## config.mk

```make
export PLATFORM = sky130hd
export DESIGN_NAME = mem_bus_arbiter
export DESIGN_NICKNAME = d
export VERILOG_FILES = /design/src/rtl/mem_bus_arbiter.sv
export SDC_FILE = /design/constraint.sdc
export NUM_CORES = 1
export LEC_CHECK = 0
export CAP_MARGIN = 20
export CORE_UTILIZATION = 52
export DETAILED_ROUTE_END_ITERATION = 7
export MAX_ROUTING_LAYER = met4
export PLACE_DENSITY_LB_ADDON = 0.15
export SYNTH_ARGS = -nofsm -noshare
export SYNTH_HDL_FRONTEND = slang
export SYNTH_SLANG_ARGS = --single-unit
```

## constraint.sdc

```tcl
create_clock -name clk -period 2.26 [get_ports clk]
set_input_delay 0.452 -clock clk [delete_from_list [all_inputs] [get_ports clk]]
set_output_delay 0.452 -clock clk [all_outputs]
set_load 0.01 [all_outputs]
```

## src/rtl/mem_bus_arbiter.sv

```systemverilog
// Two-port arbiter in front of the single core memory bus: port 0 is instruction fetch, port 1 is load/store.
// Each port's request is latched into a pending slot, one slot is issued downstream at a time, and the response is returned to the slot's owner.
module mem_bus_arbiter #(
    parameter int unsigned ROUND_ROBIN = 0
) (
    input  logic        clk,
    input  logic        rstn,

    input  logic        p0_request_enable,
    input  logic        p0_mode,
    input  logic [31:0] p0_addr,
    input  logic [31:0] p0_wdata,
    input  logic [3:0]  p0_wstrb,
    output logic        p0_response_enable,
    output logic [31:0] p0_data,

    input  logic        p1_request_enable,
    input  logic        p1_mode,
    input  logic [31:0] p1_addr,
    input  logic [31:0] p1_wdata,
    input  logic [3:0]  p1_wstrb,
    output logic        p1_response_enable,
    output logic [31:0] p1_data,

    output logic        m_request_enable,
    output logic        m_mode,
    output logic [31:0] m_addr,
    output logic [31:0] m_wdata,
    output logic [3:0]  m_wstrb,
    input  logic        m_response_enable,
    input  logic [31:0] m_data
);

    typedef enum logic {
        S_IDLE,
        S_WAIT
    } state_t;

    state_t      r_state;
    logic        r_owner;
    logic        r_rr_next;

    logic        r_pend0;
    logic        r_mode0;
    logic [31:0] r_addr0;
    logic [31:0] r_wdata0;
    logic [3:0]  r_wstrb0;

    logic        r_pend1;
    logic        r_mode1;
    logic [31:0] r_addr1;
    logic [31:0] r_wdata1;
    logic [3:0]  r_wstrb1;

    logic        w_done;
    logic        w_done0;
    logic        w_done1;
    logic        w_take0;
    logic        w_take1;
    logic        w_sel;

    assign w_done  = (r_state == S_WAIT) && m_response_enable;
    assign w_done0 = w_done && !r_owner;
    assign w_done1 = w_done &&  r_owner;

    // A slot being retired on this edge is free again, so the served port can be recaptured on its response edge.
    assign w_take0 = p0_request_enable && (!r_pend0 || w_done0);
    assign w_take1 = p1_request_enable && (!r_pend1 || w_done1);

    always_comb begin
        w_sel = r_pend1;
        if (r_pend0 && r_pend1) begin
            w_sel = (ROUND_ROBIN != 0) ? r_rr_next : 1'b1;
        end
    end

    always_ff @(posedge clk) begin
        if (!rstn) begin
            r_state            <= S_IDLE;
            r_owner            <= 1'b0;
            r_rr_next          <= 1'b0;
            r_pend0            <= 1'b0;
            r_mode0            <= 1'b0;
            r_addr0            <= '0;
            r_wdata0           <= '0;
            r_wstrb0           <= '0;
            r_pend1            <= 1'b0;
            r_mode1            <= 1'b0;
            r_addr1            <= '0;
            r_wdata1           <= '0;
            r_wstrb1           <= '0;
            p0_response_enable <= 1'b0;
            p0_data            <= '0;
            p1_response_enable <= 1'b0;
            p1_data            <= '0;
            m_request_enable   <= 1'b0;
            m_mode             <= 1'b0;
            m_addr             <= '0;
            m_wdata            <= '0;
            m_wstrb            <= '0;
        end else begin
            p0_response_enable <= 1'b0;
            p1_response_enable <= 1'b0;

            if (w_take0) begin
                r_pend0  <= 1'b1;
                r_mode0  <= p0_mode;
                r_addr0  <= p0_addr;
                r_wdata0 <= p0_wdata;
                r_wstrb0 <= p0_wstrb;
            end else if (w_done0) begin
                r_pend0  <= 1'b0;
            end

            if (w_take1) begin
                r_pend1  <= 1'b1;
                r_mode1  <= p1_mode;
                r_addr1  <= p1_addr;
                r_wdata1 <= p1_wdata;
                r_wstrb1 <= p1_wstrb;
            end else if (w_done1) begin
                r_pend1  <= 1'b0;
            end

            case (r_state)
                S_IDLE: begin
                    if (r_pend0 || r_pend1) begin
                        m_request_enable <= 1'b1;
                        r_owner          <= w_sel;
                        m_mode           <= w_sel ? r_mode1  : r_mode0;
                        m_addr           <= w_sel ? r_addr1  : r_addr0;
                        m_wdata          <= w_sel ? r_wdata1 : r_wdata0;
                        m_wstrb          <= w_sel ? r_wstrb1 : r_wstrb0;
                        r_state          <= S_WAIT;
                    end
                end
                S_WAIT: begin
                    m_request_enable <= 1'b0;
                    if (m_response_enable) begin
                        if (r_owner) begin
                            p1_response_enable <= 1'b1;
                            p1_data            <= m_data;
                        end else begin
                            p0_response_enable <= 1'b1;
                            p0_data            <= m_data;
                        end
                        r_rr_next <= ~r_owner;
                        r_state   <= S_IDLE;
                    end
                end
                default: r_state <= S_IDLE;
            endcase
        end
    end

endmodule
```

## Yosys cells after proc, flatten, opt, wreduce, memory -nomap -nowiden

Index checks and enable logic that the tools add are counted.

- Memory bits (read-only): 0
- Logic and storage cells: 58
- Memories kept: 0
- Output and inout bits: 136
- Register bits: 278
- Bits in latches: 0
- Memory bits (writable): 0

- $add $sub $neg: 0
- Equal/unequal tests: 1
- Div/mod/pow operators: 0
- Shift-type cells: 0
- Multiplexer cells: 16
- Order comparisons: 0
- Bitwise gates (word level): 2
- Multipliers: 0
- Reduce and logical (&&, ||, !) cells: 18

Operator list:

| kind | count |
|---|---|
| 2-to-1 mux 32 bit | 2 |
| 2-to-1 mux 1 bit | 11 |
| AND reduction 3 bit | 3 |
| logical AND 1 bit | 6 |
| 2-to-1 mux 4 bit | 1 |
| one-hot mux 1 bit (2 select lines) | 2 |
| nonzero test 2 bit | 2 |
| zero test 1 bit | 3 |
| logical OR 1 bit | 3 |
| != test 2 bit, second input constant | 1 |
| inverter 1 bit | 2 |
| AND reduction 2 bit | 1 |

## Depth between registers and ports, before layout

- Depth after elaboration: 5
- Gate-level depth with buffers: 7
- Depth with buffers taken out: 3

## Least setup slack after synthesis

OpenSTA, ideal clock, no wires.

- Path kind: input port to flip-flop
- Start point: input rstn
- End point: register r_addr1[0]
- Stages on the path: 5
- Arrival: 1.325 ns
- Required time: 2.188 ns
- Slack: 0.863 ns
- Path buffers: 3
- Path through: buf_2 -> clkbuf_1 -> clkbuf_1 -> nand2_1 -> mux2i_1

RTL lines:

| item | RTL line | source |
|---|---|---|
| start: declaration | 7 | `input logic rstn,` |
| end signal: assignment | 118 | `r_addr1 <= p1_addr;` |
| end: declaration | 51 | `logic [31:0] r_addr1;` |

## Worst setup path in the final report

- Start point: register m_wdata[1]
- End point: output m_wdata[1]

RTL lines:

| item | RTL line | source |
|---|---|---|
| start: declaration | 28 | `output logic [31:0] m_wdata,` |
| start signal: assignment | 132 | `m_wdata <= w_sel ? r_wdata1 : r_wdata0;` |

No word-level cell between the ends.

==> run_results.csv <==
group,metric,value,unit
logic_synthesis,syn_nets,1387,
sta,finalSetupViolations,0,
clock_network,post-cts-setup-buffers,0,
global_route,grt_pass1_wl,44.1,mm
sta,skew,0.00909,ns
critical_path,cp_num_buf_inv,1,
power_and_ir_drop,p_per_area,763,mW/mm^2
critical_path,r2r_cells,4,
critical_path,cp_max_fo,2,
global_route,track_usage,25.4,%
floorplan,core_area,0.0211,sq mm
global_route,grt_pass1_vias,8727,
logic_synthesis,ys_ff_latch,278,
critical_path,r2r-start,"r_pend1",
critical_path,path_cells,"clkdlybuf4s50_1",
logic_synthesis,synth_top_area_share,49.5,%
floorplan,fp-row-count,53,
sta,slew_violations,0,
critical_path,reg2reg_to,"m_wdata[17]",
placement,placed_cell_area,0.0146,sq mm
finish,diodes,0,
logic_synthesis,synthTopCellsByArea,"dfxtp_1 (49%), mux2i_1 (18%), nand2_1 (16%)",
finish,finalInstanceArea,0.0155,sq mm
critical_path,critPathSlowestCell,"clkdlybuf4s50_1",
route,drt_iter0_drc,296,
logic_synthesis,synth_flop_cell,"dfxtp_1",
critical_path,cp.required,1.81,ns
critical_path,critPathKind,"reg -> out",
logic_synthesis,netlist_area,0.0112,sq mm
clock_network,cts.reportedPaths.clkPinSlew,0.06,ns
clock_network,clockBufferDepth,3,
sta,worst_pin_slew,0.504,ns
logic_synthesis,yosys-top-cells-count,"nand2_1 (474), dfxtp_1 (278), mux2i_1 (207), o211a_1 (69), a21boi_0 (65)",
logic_synthesis,synth-edff-count,0,
route,drc,0,
logic_synthesis,avgSynthCellArea,9.28,sq um
logic_synthesis,synth.distinct_cells,26,
power_and_ir_drop,power.leakage,6.75,nW
floorplan,ios,311,
route,num_vias,9051,
critical_path,cp.arrival,1.47,ns
logic_synthesis,yosysWarnings,0,
finish,drive_gt1_share,5.08,%
critical_path,max_stage_delay,0.59,ns
critical_path,r2r_slack,0.67,ns
run,cap_viol_max_count,0,
finish,area_growth_syn_to_layout,37.9,%
placement,placedCellCount,1720,
global_route,antenna_found_initial,0,
global_route,grt-busiest-layer,"met2",
worst_hold_path,hold_path_end,"m_addr[29]",
worst_hold_path,min_from,"rstn",
route,avgRoutedWirePerCell,15.9,um
status,status,"finished, final reports clean",
sta,min_period,1.92,ns
logic_synthesis,netlist_instances,1212,
critical_path,path_delay_family,"buffers and inverters",
clock_network,cts_made_buffers,28,
power_and_ir_drop,ir_drop,0.570,mV
logic_synthesis,ys_seq_area_share,49.5,%
logic_synthesis,synthArstFlopShare,0,%
clock_network,cts_resized,0,
sta,whs,0.365,ns
sta,hold_viol,0,
placement,dp_hpwl,18.6,mm
worst_hold_path,hold_path.class,"in -> reg",
clock_network,clkSinkCount,278,
sta,maxSlewHeadroom,66.4,%
global_route,use_met3,5.57,%
clock_network,clock_latency,0.53,ns
sta,min_period_over_period,84.9,%
route,ant_nets,0,
global_route,gr-total-overflow,0,
logic_synthesis,post-synth-top-count-cell,"nand2_1",
floorplan,die_w,149,um
critical_path,endpoint_kind,"primary output",
floorplan,start_util,53.3,%
route,routed_wl,28.2,mm
clock_network,htree_levels,1,
route,vias_per_cell,5.11,
critical_path,worstSetupStartpointType,"register",
floorplan,floorplan.die_area,0.0222,sq mm
floorplan,fp.dieH,149,um
sta,fmax,0.521,GHz
sta,rsz0062_at_grt,"false",
finish,final_cells,1772,
power_and_ir_drop,total_power,0.0118,W
global_route,grtUsageMet2,41.3,%
clock_network,cts_tree,"yes",
finish,fin_nets,1650,
worst_hold_path,holdPathStages,2,
placement,gp_congestion,0.814,
placement,port_buffers,310,
route,first_pass_iters,7,
clock_network,root_buffer,"clkbuf_16",
logic_synthesis,yosysTopAreaCell,"dfxtp_1",
global_route,grt_max_degree,85,
sta,tns,0,ns
clock_network,holdBufCountCts,0,
global_route,grtUsageMet1,31.3,%
## cell usage in the layout (no fill, tap or decap), types with 2 or more instances in the layout
master	n
dfxtp_1	277
clkbuf_16	29
clkinv_2	7
clkbuf_1	6
nand2_1	474
nor2b_1	2
and2_1	2
buf_4	8
buf_12	15
clkdlybuf4s50_1	309
clkbuf_8	10
a21boi_0	65
a21oi_1	2
mux2i_1	207
o211a_1	69
a21boi_4	2
## registers in the layout (all words and copies together), names as in the netlist, 4 cells and up
register,flops
r_wdata1,32
p0_data,32
m_wdata,32
m_addr,32
r_addr1,32
m_wstrb,4
p1_data,32
r_addr0,32
r_wstrb1,4
r_wstrb0,4
r_wdata0,32
## worst max path at each step
stage | start | slack, ns | endpoint | cells after the start
2_1_floorplan | rstn | 0.86 | r_addr1[0] | 5
3_3_place_gp | m_response_enable | 0.24 | r_addr1[19] | 5
3_5_place_dp | m_response_enable | 0.20 | r_addr1[17] | 5
4_1_cts | m_wdata[1] | 0.31 | m_wdata[1] | 1
5_1_grt | m_wdata[1] | 0.29 | m_wdata[1] | 1
6_report | m_wdata[1] | 0.34 | m_wdata[1] | 1
## cell type report
cell class	instances	area, sq um
Clock buffer	45	886
Timing Repair Buffer	333	3470
Sequential cell	278	5570
Multi-Input combinational cell	833	5200
Inverter	1	3.75
Fill cell	1595	5580
Clock inverter	7	35.0
Tap cell	275	344
## power breakdown
| group | leakage, nW | internal, W | switching [W] | total (W) |
|---|---|---|---|---|
| sequential | 2.28 | 0.00525 | 0.000203 | 0.00545 |
| clock | 0.464 | 0.00267 | 0.00187 | 0.00454 |
| combinational | 4.00 | 0.00101 | 0.000821 | 0.00183 |
| total | 6.74 | 0.00893 | 0.00290 | 0.0118 |
## metrics by stage
stage / setup slack (ns) / utilization, %
finish: 0.342 / 73.5
global route: 0.294 / 73.5
global placement: 0.244 / 69.2
detailed placement: 0.205 / 69.2
CTS: 0.309 / 73.5
floorplan: 0.863 / -
## kinds of logic after synthesis
| family | Yosys count | synth area share [%] |
|---|---|---|
| simple gates | 485 | 16.6 |
| mux | 207 | 18.4 |
| compound gates | 141 | 10.9 |
| flops | 278 | 49.5 |
| buf+inv | 101 | 4.54 |
## routing by layer
metal / vias up / part of all wire, %
met5: - / 0
met4: 0 / 2.8
met3: 55 / 7.5
met2: 266 / 46
met1: 4188 / 43
li1: 4542 / -
Note: power is estimated with default switching activity, not from simulation.
